==> src/rtl/vram_arbiter_if.sv <==
// Bus bundle for vram_arbiter: display fetch, CPU port, scroll/fill control and the RAM port.
// The slave modport is the arbiter's view; master is the requester/RAM side.
interface vram_arbiter_if #(
  parameter int ADDR_WIDTH = 11,
  parameter int DATA_WIDTH = 8
);
  logic                  disp_req;
  logic [4:0]            disp_row;
  logic [6:0]            disp_col;
  logic                  disp_valid;
  logic [DATA_WIDTH-1:0] disp_data;

  logic                  cpu_valid;
  logic                  cpu_ready;
  logic                  cpu_we;
  logic [4:0]            cpu_row;
  logic [6:0]            cpu_col;
  logic [DATA_WIDTH-1:0] cpu_wdata;
  logic                  cpu_rvalid;
  logic [DATA_WIDTH-1:0] cpu_rdata;

  logic                  scroll_inc;
  logic [4:0]            scroll_row;
  logic                  fill_start;
  logic [4:0]            fill_row;
  logic                  fill_busy;

  logic [ADDR_WIDTH-1:0] ram_addr;
  logic                  ram_we;
  logic [DATA_WIDTH-1:0] ram_wdata;
  logic [DATA_WIDTH-1:0] ram_rdata;

  modport slave (
    input  disp_req, disp_row, disp_col,
    input  cpu_valid, cpu_we, cpu_row, cpu_col, cpu_wdata,
    input  scroll_inc, fill_start, fill_row, ram_rdata,
    output disp_valid, disp_data, cpu_ready, cpu_rvalid, cpu_rdata,
    output scroll_row, fill_busy, ram_addr, ram_we, ram_wdata
  );

  modport master (
    output disp_req, disp_row, disp_col,
    output cpu_valid, cpu_we, cpu_row, cpu_col, cpu_wdata,
    output scroll_inc, fill_start, fill_row, ram_rdata,
    input  disp_valid, disp_data, cpu_ready, cpu_rvalid, cpu_rdata,
    input  scroll_row, fill_busy, ram_addr, ram_we, ram_wdata
  );
endinterface

==> src/rtl/vram_arbiter.sv <==
// Single-port text VRAM scheduler (display > fill > CPU) with hardware scroll mapping.
// Define VRAM_FILL_EN to build the row-fill engine and fill-on-scroll behaviour.
module vram_arbiter #(
  parameter int                    COLUMNS    = 80,
  parameter int                    ROWS       = 24,
  parameter int                    ADDR_WIDTH = 11,
  parameter int                    DATA_WIDTH = 8,
  parameter logic [DATA_WIDTH-1:0] FILL_CHAR  = 8'h20
) (
  input logic          clk,
  input logic          reset_n,
  vram_arbiter_if.slave bus
);

  logic [4:0] scroll_q;
  logic       scroll_acc;
  logic       fill_busy;
  logic       vld_p1;
  logic       disp_oor_p1;
  logic       cpu_rvld_p1;
  logic       cpu_oor_p1;

  function automatic logic is_oor(input logic [4:0] row, input logic [6:0] col);
    return (int'(row) >= ROWS) || (int'(col) >= COLUMNS);
  endfunction

  // Logical row -> physical row via the scroll offset (single conditional subtract).
  function automatic logic [ADDR_WIDTH-1:0] map_addr(input logic [4:0] row,
                                                     input logic [6:0] col,
                                                     input logic [4:0] scr);
    logic [5:0]  sum;
    logic [31:0] full;
    sum = {1'b0, row} + {1'b0, scr};
    if (sum >= 6'(ROWS)) sum = sum - 6'(ROWS);
    full = 32'(sum) * 32'(COLUMNS) + 32'(col);
    return full[ADDR_WIDTH-1:0];
  endfunction

`ifdef VRAM_FILL_EN
  typedef enum logic {IDLE, FILL} fill_state_t;

  fill_state_t state_q, state_d;
  logic [4:0]  fill_row_q, fill_row_d;
  logic [6:0]  fill_col_q, fill_col_d;

  assign fill_busy  = (state_q == FILL);
  assign scroll_acc = bus.scroll_inc & ~fill_busy;

  always_ff @(posedge clk or negedge reset_n) begin
    if (!reset_n) begin
      state_q    <= IDLE;
      fill_row_q <= '0;
      fill_col_q <= '0;
    end else begin
      state_q    <= state_d;
      fill_row_q <= fill_row_d;
      fill_col_q <= fill_col_d;
    end
  end

  // A scroll exposes a stale bottom line, so its fill takes precedence over fill_start.
  always_comb begin
    state_d    = state_q;
    fill_row_d = fill_row_q;
    fill_col_d = fill_col_q;
    case (state_q)
      IDLE: begin
        if (scroll_acc) begin
          state_d    = FILL;
          fill_row_d = 5'(ROWS - 1);
          fill_col_d = '0;
        end else if (bus.fill_start && (int'(bus.fill_row) < ROWS)) begin
          state_d    = FILL;
          fill_row_d = bus.fill_row;
          fill_col_d = '0;
        end
      end
      FILL: begin
        if (!bus.disp_req) begin
          if (fill_col_q == 7'(COLUMNS - 1)) state_d = IDLE;
          else fill_col_d = fill_col_q + 7'd1;
        end
      end
      default: state_d = IDLE;
    endcase
  end
`else
  assign fill_busy  = 1'b0;
  assign scroll_acc = bus.scroll_inc;
`endif

  // Stage p0: combinational port selection.
  always_comb begin
    bus.ram_addr  = '0;
    bus.ram_we    = 1'b0;
    bus.ram_wdata = '0;
    bus.cpu_ready = 1'b0;
    if (bus.disp_req) begin
      bus.ram_addr = map_addr(bus.disp_row, bus.disp_col, scroll_q);
    end else if (fill_busy) begin
`ifdef VRAM_FILL_EN
      bus.ram_addr  = map_addr(fill_row_q, fill_col_q, scroll_q);
      bus.ram_we    = 1'b1;
      bus.ram_wdata = FILL_CHAR;
`endif
    end else if (bus.cpu_valid) begin
      bus.cpu_ready = 1'b1;
      bus.ram_addr  = map_addr(bus.cpu_row, bus.cpu_col, scroll_q);
      bus.ram_we    = bus.cpu_we & ~is_oor(bus.cpu_row, bus.cpu_col);
      bus.ram_wdata = bus.cpu_wdata;
    end
  end

  always_ff @(posedge clk or negedge reset_n) begin
    if (!reset_n) begin
      scroll_q    <= '0;
      vld_p1      <= 1'b0;
      disp_oor_p1 <= 1'b0;
      cpu_rvld_p1 <= 1'b0;
      cpu_oor_p1  <= 1'b0;
    end else begin
      vld_p1      <= bus.disp_req;
      disp_oor_p1 <= is_oor(bus.disp_row, bus.disp_col);
      cpu_rvld_p1 <= bus.cpu_ready & ~bus.cpu_we;
      cpu_oor_p1  <= is_oor(bus.cpu_row, bus.cpu_col);
      if (scroll_acc)
        scroll_q <= (scroll_q == 5'(ROWS - 1)) ? 5'd0 : scroll_q + 5'd1;
    end
  end

  // Stage p1: RAM read data returns; out-of-range results are substituted here.
  assign bus.disp_valid = vld_p1;
  assign bus.disp_data  = vld_p1 ? (disp_oor_p1 ? FILL_CHAR : bus.ram_rdata) : '0;
  assign bus.cpu_rvalid = cpu_rvld_p1;
  assign bus.cpu_rdata  = cpu_rvld_p1 ? (cpu_oor_p1 ? '0 : bus.ram_rdata) : '0;
  assign bus.scroll_row = scroll_q;
  assign bus.fill_busy  = fill_busy;

endmodule

==> src/flat_wrapper.sv <==
// flat-port wrapper written by rule: the top's interface ports become plain ports
module vram_arbiter_flat 
#(
  parameter int                    COLUMNS    = 80,
  parameter int                    ROWS       = 24,
  parameter int                    ADDR_WIDTH = 11,
  parameter int                    DATA_WIDTH = 8,
  parameter logic [DATA_WIDTH-1:0] FILL_CHAR  = 8'h20
)
  (clk, reset_n, bus_disp_req, bus_disp_row, bus_disp_col, bus_cpu_valid, bus_cpu_we, bus_cpu_row, bus_cpu_col, bus_cpu_wdata, bus_scroll_inc, bus_fill_start, bus_fill_row, bus_ram_rdata, bus_disp_valid, bus_disp_data, bus_cpu_ready, bus_cpu_rvalid, bus_cpu_rdata, bus_scroll_row, bus_fill_busy, bus_ram_addr, bus_ram_we, bus_ram_wdata);
  vram_arbiter_if #(.ADDR_WIDTH(ADDR_WIDTH), .DATA_WIDTH(DATA_WIDTH)) bus_i ();
  input logic clk;
  input logic reset_n;
  input wire logic [$bits(bus_i.disp_req)-1:0] bus_disp_req;
  input wire logic [$bits(bus_i.disp_row)-1:0] bus_disp_row;
  input wire logic [$bits(bus_i.disp_col)-1:0] bus_disp_col;
  input wire logic [$bits(bus_i.cpu_valid)-1:0] bus_cpu_valid;
  input wire logic [$bits(bus_i.cpu_we)-1:0] bus_cpu_we;
  input wire logic [$bits(bus_i.cpu_row)-1:0] bus_cpu_row;
  input wire logic [$bits(bus_i.cpu_col)-1:0] bus_cpu_col;
  input wire logic [$bits(bus_i.cpu_wdata)-1:0] bus_cpu_wdata;
  input wire logic [$bits(bus_i.scroll_inc)-1:0] bus_scroll_inc;
  input wire logic [$bits(bus_i.fill_start)-1:0] bus_fill_start;
  input wire logic [$bits(bus_i.fill_row)-1:0] bus_fill_row;
  input wire logic [$bits(bus_i.ram_rdata)-1:0] bus_ram_rdata;
  output wire logic [$bits(bus_i.disp_valid)-1:0] bus_disp_valid;
  output wire logic [$bits(bus_i.disp_data)-1:0] bus_disp_data;
  output wire logic [$bits(bus_i.cpu_ready)-1:0] bus_cpu_ready;
  output wire logic [$bits(bus_i.cpu_rvalid)-1:0] bus_cpu_rvalid;
  output wire logic [$bits(bus_i.cpu_rdata)-1:0] bus_cpu_rdata;
  output wire logic [$bits(bus_i.scroll_row)-1:0] bus_scroll_row;
  output wire logic [$bits(bus_i.fill_busy)-1:0] bus_fill_busy;
  output wire logic [$bits(bus_i.ram_addr)-1:0] bus_ram_addr;
  output wire logic [$bits(bus_i.ram_we)-1:0] bus_ram_we;
  output wire logic [$bits(bus_i.ram_wdata)-1:0] bus_ram_wdata;
  assign bus_i.disp_req = bus_disp_req;
  assign bus_i.disp_row = bus_disp_row;
  assign bus_i.disp_col = bus_disp_col;
  assign bus_i.cpu_valid = bus_cpu_valid;
  assign bus_i.cpu_we = bus_cpu_we;
  assign bus_i.cpu_row = bus_cpu_row;
  assign bus_i.cpu_col = bus_cpu_col;
  assign bus_i.cpu_wdata = bus_cpu_wdata;
  assign bus_i.scroll_inc = bus_scroll_inc;
  assign bus_i.fill_start = bus_fill_start;
  assign bus_i.fill_row = bus_fill_row;
  assign bus_i.ram_rdata = bus_ram_rdata;
  assign bus_disp_valid = bus_i.disp_valid;
  assign bus_disp_data = bus_i.disp_data;
  assign bus_cpu_ready = bus_i.cpu_ready;
  assign bus_cpu_rvalid = bus_i.cpu_rvalid;
  assign bus_cpu_rdata = bus_i.cpu_rdata;
  assign bus_scroll_row = bus_i.scroll_row;
  assign bus_fill_busy = bus_i.fill_busy;
  assign bus_ram_addr = bus_i.ram_addr;
  assign bus_ram_we = bus_i.ram_we;
  assign bus_ram_wdata = bus_i.ram_wdata;
  vram_arbiter #(.COLUMNS(COLUMNS), .ROWS(ROWS), .ADDR_WIDTH(ADDR_WIDTH), .DATA_WIDTH(DATA_WIDTH), .FILL_CHAR(FILL_CHAR)) u_core (.clk(clk), .reset_n(reset_n), .bus(bus_i));
endmodule
==> config.mk <==
export PLATFORM = sky130hd
export DESIGN_NAME = vram_arbiter_flat
export DESIGN_NICKNAME = d
export VERILOG_FILES = /design/src/rtl/vram_arbiter_if.sv /design/src/rtl/vram_arbiter.sv /design/src/flat_wrapper.sv
export SDC_FILE = /design/constraint.sdc
export NUM_CORES = 1
export LEC_CHECK = 0
export ABC_AREA = 1
export BUFFER_PORTS_ARGS = -buffer_cell sky130_fd_sc_hd__buf_2
export CAP_MARGIN = 20
export CORE_MARGIN = 5
export CORE_UTILIZATION = 41
export DETAILED_ROUTE_END_ITERATION = 7
export PLACE_DENSITY = 0.73
export SYNTH_ARGS = -nofsm -noshare
export SYNTH_HDL_FRONTEND = slang
export SYNTH_SLANG_ARGS = --single-unit
export TNS_END_PERCENT = 20
==> constraint.sdc <==
create_clock -name clk -period 3.95 [get_ports clk]
set_input_delay 0.1975 -clock clk [delete_from_list [all_inputs] [get_ports clk]]
set_output_delay 0.1975 -clock clk [all_outputs]
set_load 0.005 [all_outputs]
==> impl_metrics.xml <==
<?xml version="1.0" encoding="UTF-8"?>
<metrics>
  <group name="status">
    <metric name="result_of_the_run" unit="">finished clean</metric>
  </group>
  <group name="clock_tree">
    <metric name="root_buffer" unit="">sky130_fd_sc_hd__clkbuf_8</metric>
    <metric name="cts.clk_slew.worst_paths" unit="ps">40</metric>
    <metric name="h-tree-depth" unit="">1</metric>
    <metric name="cts.path.max_buffers" unit="">2</metric>
    <metric name="clock_sinks" unit="">9</metric>
    <metric name="worst_skew_pair.late_latency" unit="ps">230</metric>
    <metric name="cts_made_buffers" unit="">3</metric>
    <metric name="cts_tree" unit="">built</metric>
  </group>
  <group name="global_route">
    <metric name="first_global_vias" unit="">2050</metric>
    <metric name="grt.total_usage" unit="%">17.2</metric>
    <metric name="grt_first_pass_wirelength" unit="µm">8670</metric>
    <metric name="overflow" unit="">0</metric>
    <metric name="grt_max_degree" unit="">21</metric>
    <metric name="grt_antenna_before_repair" unit="">0</metric>
  </group>
  <group name="placed_design">
    <metric name="place.detailed.hpwl" unit="µm">4560</metric>
    <metric name="placement.io_buffers" unit="">89</metric>
    <metric name="post-place-cells" unit="">434</metric>
    <metric name="place.gp.congestion" unit="">0.837</metric>
  </group>
  <group name="floorplan">
    <metric name="core_area" unit="mm²">0.00466</metric>
    <metric name="die_w" unit="µm">78.6</metric>
    <metric name="core.rowCount" unit="">25</metric>
    <metric name="ioPinCount" unit="">97</metric>
    <metric name="starting_density_of_the_core" unit="%">41.4</metric>
    <metric name="die_area" unit="mm²">0.00618</metric>
    <metric name="die_height" unit="µm">78.6</metric>
  </group>
  <group name="critical_path">
    <metric name="regToRegStartpoint" unit="">u_core.bus.scroll_row[0]</metric>
    <metric name="critical_path.max_fanout" unit="">3</metric>
    <metric name="reg2reg_to" unit="">u_core.bus.scroll_row[0]</metric>
    <metric name="worst-endpoint-required" unit="ps">3750</metric>
    <metric name="crit_path_cell_trace" unit="">ha_4, inv_2, fa_2, nand3b_1, nand2_1, nand2_1, nand2_2, nand2_1, a21boi_2, ha_1, ha_1, fa_2, nand2_1, nor2_2, inv_1, nand3_1, nand3_2, nand2_1, buf_2</metric>
    <metric name="crit_family" unit="">adder cells</metric>
    <metric name="worstPathBufferInverterCount" unit="">3</metric>
    <metric name="timing.critical_path.mode_cell" unit="">sky130_fd_sc_hd__nand2_1</metric>
    <metric name="critical-path-max-stage-delay" unit="ps">560</metric>
    <metric name="reg2reg_depth" unit="">7</metric>
    <metric name="cp_slowest_cell" unit="">sky130_fd_sc_hd__fa_2</metric>
    <metric name="crit_arrival" unit="ps">3570</metric>
    <metric name="timing.reg2reg.setup_slack" unit="ps">2620</metric>
    <metric name="crit_path_end_kind" unit="">output port</metric>
    <metric name="criticalPathCategory" unit="">reg -&gt; out</metric>
    <metric name="worstSetupStartpointType" unit="">register</metric>
  </group>
  <group name="hold_path">
    <metric name="timing.hold.worst.start" unit="">bus_cpu_we</metric>
    <metric name="holdPathEnd" unit="">u_core.bus.cpu_rvalid</metric>
    <metric name="hold-path-cell-count" unit="">2</metric>
    <metric name="min-delay-path-class" unit="">in -&gt; reg</metric>
  </group>
  <group name="route">
    <metric name="ant_nets" unit="">0</metric>
    <metric name="wl_per_cell" unit="µm">12.3</metric>
    <metric name="drc_errors" unit="">0</metric>
    <metric name="drt_first_iter_violations" unit="">60</metric>
    <metric name="num_vias" unit="">2136</metric>
    <metric name="vias_cell" unit="">4.80</metric>
    <metric name="routed_wirelength" unit="µm">5460</metric>
    <metric name="firstDrtPassIters" unit="">4</metric>
  </group>
  <group name="sta">
    <metric name="maxClockFrequency" unit="MHz">266</metric>
    <metric name="fin_worst_skew" unit="ps">2.72</metric>
    <metric name="final_period_minus_worst_setup_slack" unit="ps">3760</metric>
    <metric name="final.setup.tns" unit="ps">0</metric>
    <metric name="timing.final.crit_share" unit="%">95.3</metric>
    <metric name="finalHoldViolCount" unit="">0</metric>
    <metric name="setup_viol" unit="">0</metric>
    <metric name="final-max-slew-violation-count" unit="">0</metric>
    <metric name="hold-worst-slack" unit="ps">136</metric>
  </group>
  <group name="cells_and_area">
    <metric name="n_antenna_cell" unit="">0</metric>
    <metric name="synthToLayoutAreaGrowth" unit="%">40.6</metric>
    <metric name="stdcell_count" unit="">445</metric>
    <metric name="fill_cells" unit="">430</metric>
    <metric name="post_route_cells_drive_above_1_share" unit="%">39.6</metric>
    <metric name="nNetsFinal" unit="">483</metric>
  </group>
  <group name="logic_synthesis">
    <metric name="distinct_cell_type_count_after_synthesis" unit="">35</metric>
    <metric name="synth-edff-count" unit="">0</metric>
    <metric name="synth_sequential_area_ratio" unit="%">11.7</metric>
    <metric name="most_area_consuming_cells_after_synthesis" unit="">sky130_fd_sc_hd__ha_1 21%, sky130_fd_sc_hd__nand2_1 12%, sky130_fd_sc_hd__dfrtp_1 12%</metric>
    <metric name="synthesis.yosys.warnings" unit="">0</metric>
    <metric name="total_of_flip_flops_plus_latches_after_synthesis" unit="">9</metric>
    <metric name="yosys.cell_count.top_type" unit="">sky130_fd_sc_hd__nand2_1</metric>
    <metric name="synth_area_leader_cell" unit="">sky130_fd_sc_hd__ha_1</metric>
    <metric name="dominantRegCellSynth" unit="">sky130_fd_sc_hd__dfrtp_1</metric>
    <metric name="synth_top_cell_area_share" unit="%">21.4</metric>
    <metric name="synth_nets" unit="">385</metric>
    <metric name="synth.cell_area" unit="mm²">0.00193</metric>
    <metric name="synth_cells" unit="">294</metric>
    <metric name="synth-async-reset-ratio" unit="%">100</metric>
    <metric name="synth_top_cells_by_count" unit="">64 x sky130_fd_sc_hd__nand2_1, 51 x sky130_fd_sc_hd__inv_1, 35 x sky130_fd_sc_hd__nor2_1</metric>
    <metric name="syn_avg_cell_area" unit="µm²">6.57</metric>
  </group>
  <group name="flow_run">
    <metric name="reported_max_cap_violation_count" unit="">0</metric>
  </group>
</metrics>
## cell families after synthesis
family / Yosys count / synth area share (%)
compound gates: 38 / 12.1
xor+xnor: 6 / 3.11
fa+ha+maj: 39 / 27.6
buf+inv: 57 / 12.2
flops: 9 / 11.7
other cells: 1 / 0.194
simple gates: 144 / 33.1
## worst reg2reg max path: cells and delay by family (launching register included)
kind,cells,cell delay [ps]
compound gates,1,80
fa+ha+maj,1,160
buf+inv,2,190
flops,1,420
simple gates,3,350
## stage by stage
step | util [%] | area [µm²] | setup slack (ps)
after global routing | 58.3 | 2720 | -66.2
after detailed placement | 51.9 | 2420 | 220
after floorplan | - | 1930 | 563
after CTS | 53.3 | 2480 | 1.96
final | 58.3 | 2720 | 186
after global placement | 51.9 | 2420 | 274
## registers in the layout, indices dropped and copies added, names as in the netlist
signal and count:
u_core.bus.cpu_rvalid 1, u_core.bus.disp_valid 1, u_core.bus.scroll_row 5, u_core.cpu_oor_p1 1
u_core.disp_oor_p1 1
## repair_timing
item	CTS	global route
hold buffers	1	0
buffers inserted	0	6
endpoints found under the hold margin	9	0
gates cloned	0	0
setup endpoints to repair	1	3
gates resized for setup	2	43
pin swaps	1	20
## how the worst max path moves through the flow
stage	start	endpoint	slack, ps	depth (start not counted)
after floorplan	u_core.bus.scroll_row[0]	bus_ram_addr[10]	560	21
after global placement	u_core.bus.scroll_row[0]	bus_ram_addr[10]	270	22
after detailed placement	u_core.bus.scroll_row[0]	bus_ram_addr[10]	220	22
after CTS	u_core.bus.scroll_row[0]	bus_ram_addr[10]	2	25
after global routing	u_core.bus.scroll_row[3]	bus_ram_addr[10]	-70	22
final	u_core.bus.scroll_row[0]	bus_ram_addr[10]	190	19
## layer usage
metal / part of all wire (%) / vias up / GRT usage (%) / wire, µm
li1: - / 1135 / - / -
met1: 40 / 960 / 19.4 / 2200
met2: 54 / 34 / 32.1 / 2960
met3: 3.8 / 7 / 2.52 / 209
met4: 1.6 / 0 / 6.64 / 89
met5: 0 / - / 0 / 0
## layout by cell type, fill, tap and decap left out, drive strengths merged
cell type / netlist / final
xor2: 3 / 3
xnor2: 3 / 3
conb: 1 / 1
ha: 33 / 33
nand3: 19 / 19
inv: 52 / 52
nor3: 4 / 4
a22o: 6 / 6
nor2: 37 / 37
nor4: 1 / 1
a31oi: 2 / 2
fa: 6 / 6
dlygate4sd3: 0 / 1
clkbuf: 2 / 4
o21a: 2 / 2
a21oi: 12 / 12
o22ai: 1 / 1
buf: 3 / 97
o2bb2ai: 1 / 1
or2: 3 / 3
nand3b: 4 / 4
dfrtp: 9 / 9
nand2: 75 / 75
a21boi: 3 / 3
nand4: 1 / 1
o21ai: 11 / 11
## area by class of cell
| class | count | area, µm² | area share [%] |
|---|---|---|---|
| inverter | 52 | 195 | 7.19 |
| tap | 54 | 67.6 | 2.49 |
| multi-input combinational | 228 | 1660 | 61.3 |
| sequential | 9 | 228 | 8.39 |
| timing repair buffer | 98 | 515 | 19.0 |
| clock buffer | 4 | 45.0 | 1.66 |
Power is not shown: default switching activity piles up to over one toggle a cycle in this logic, so the estimate is an artifact.
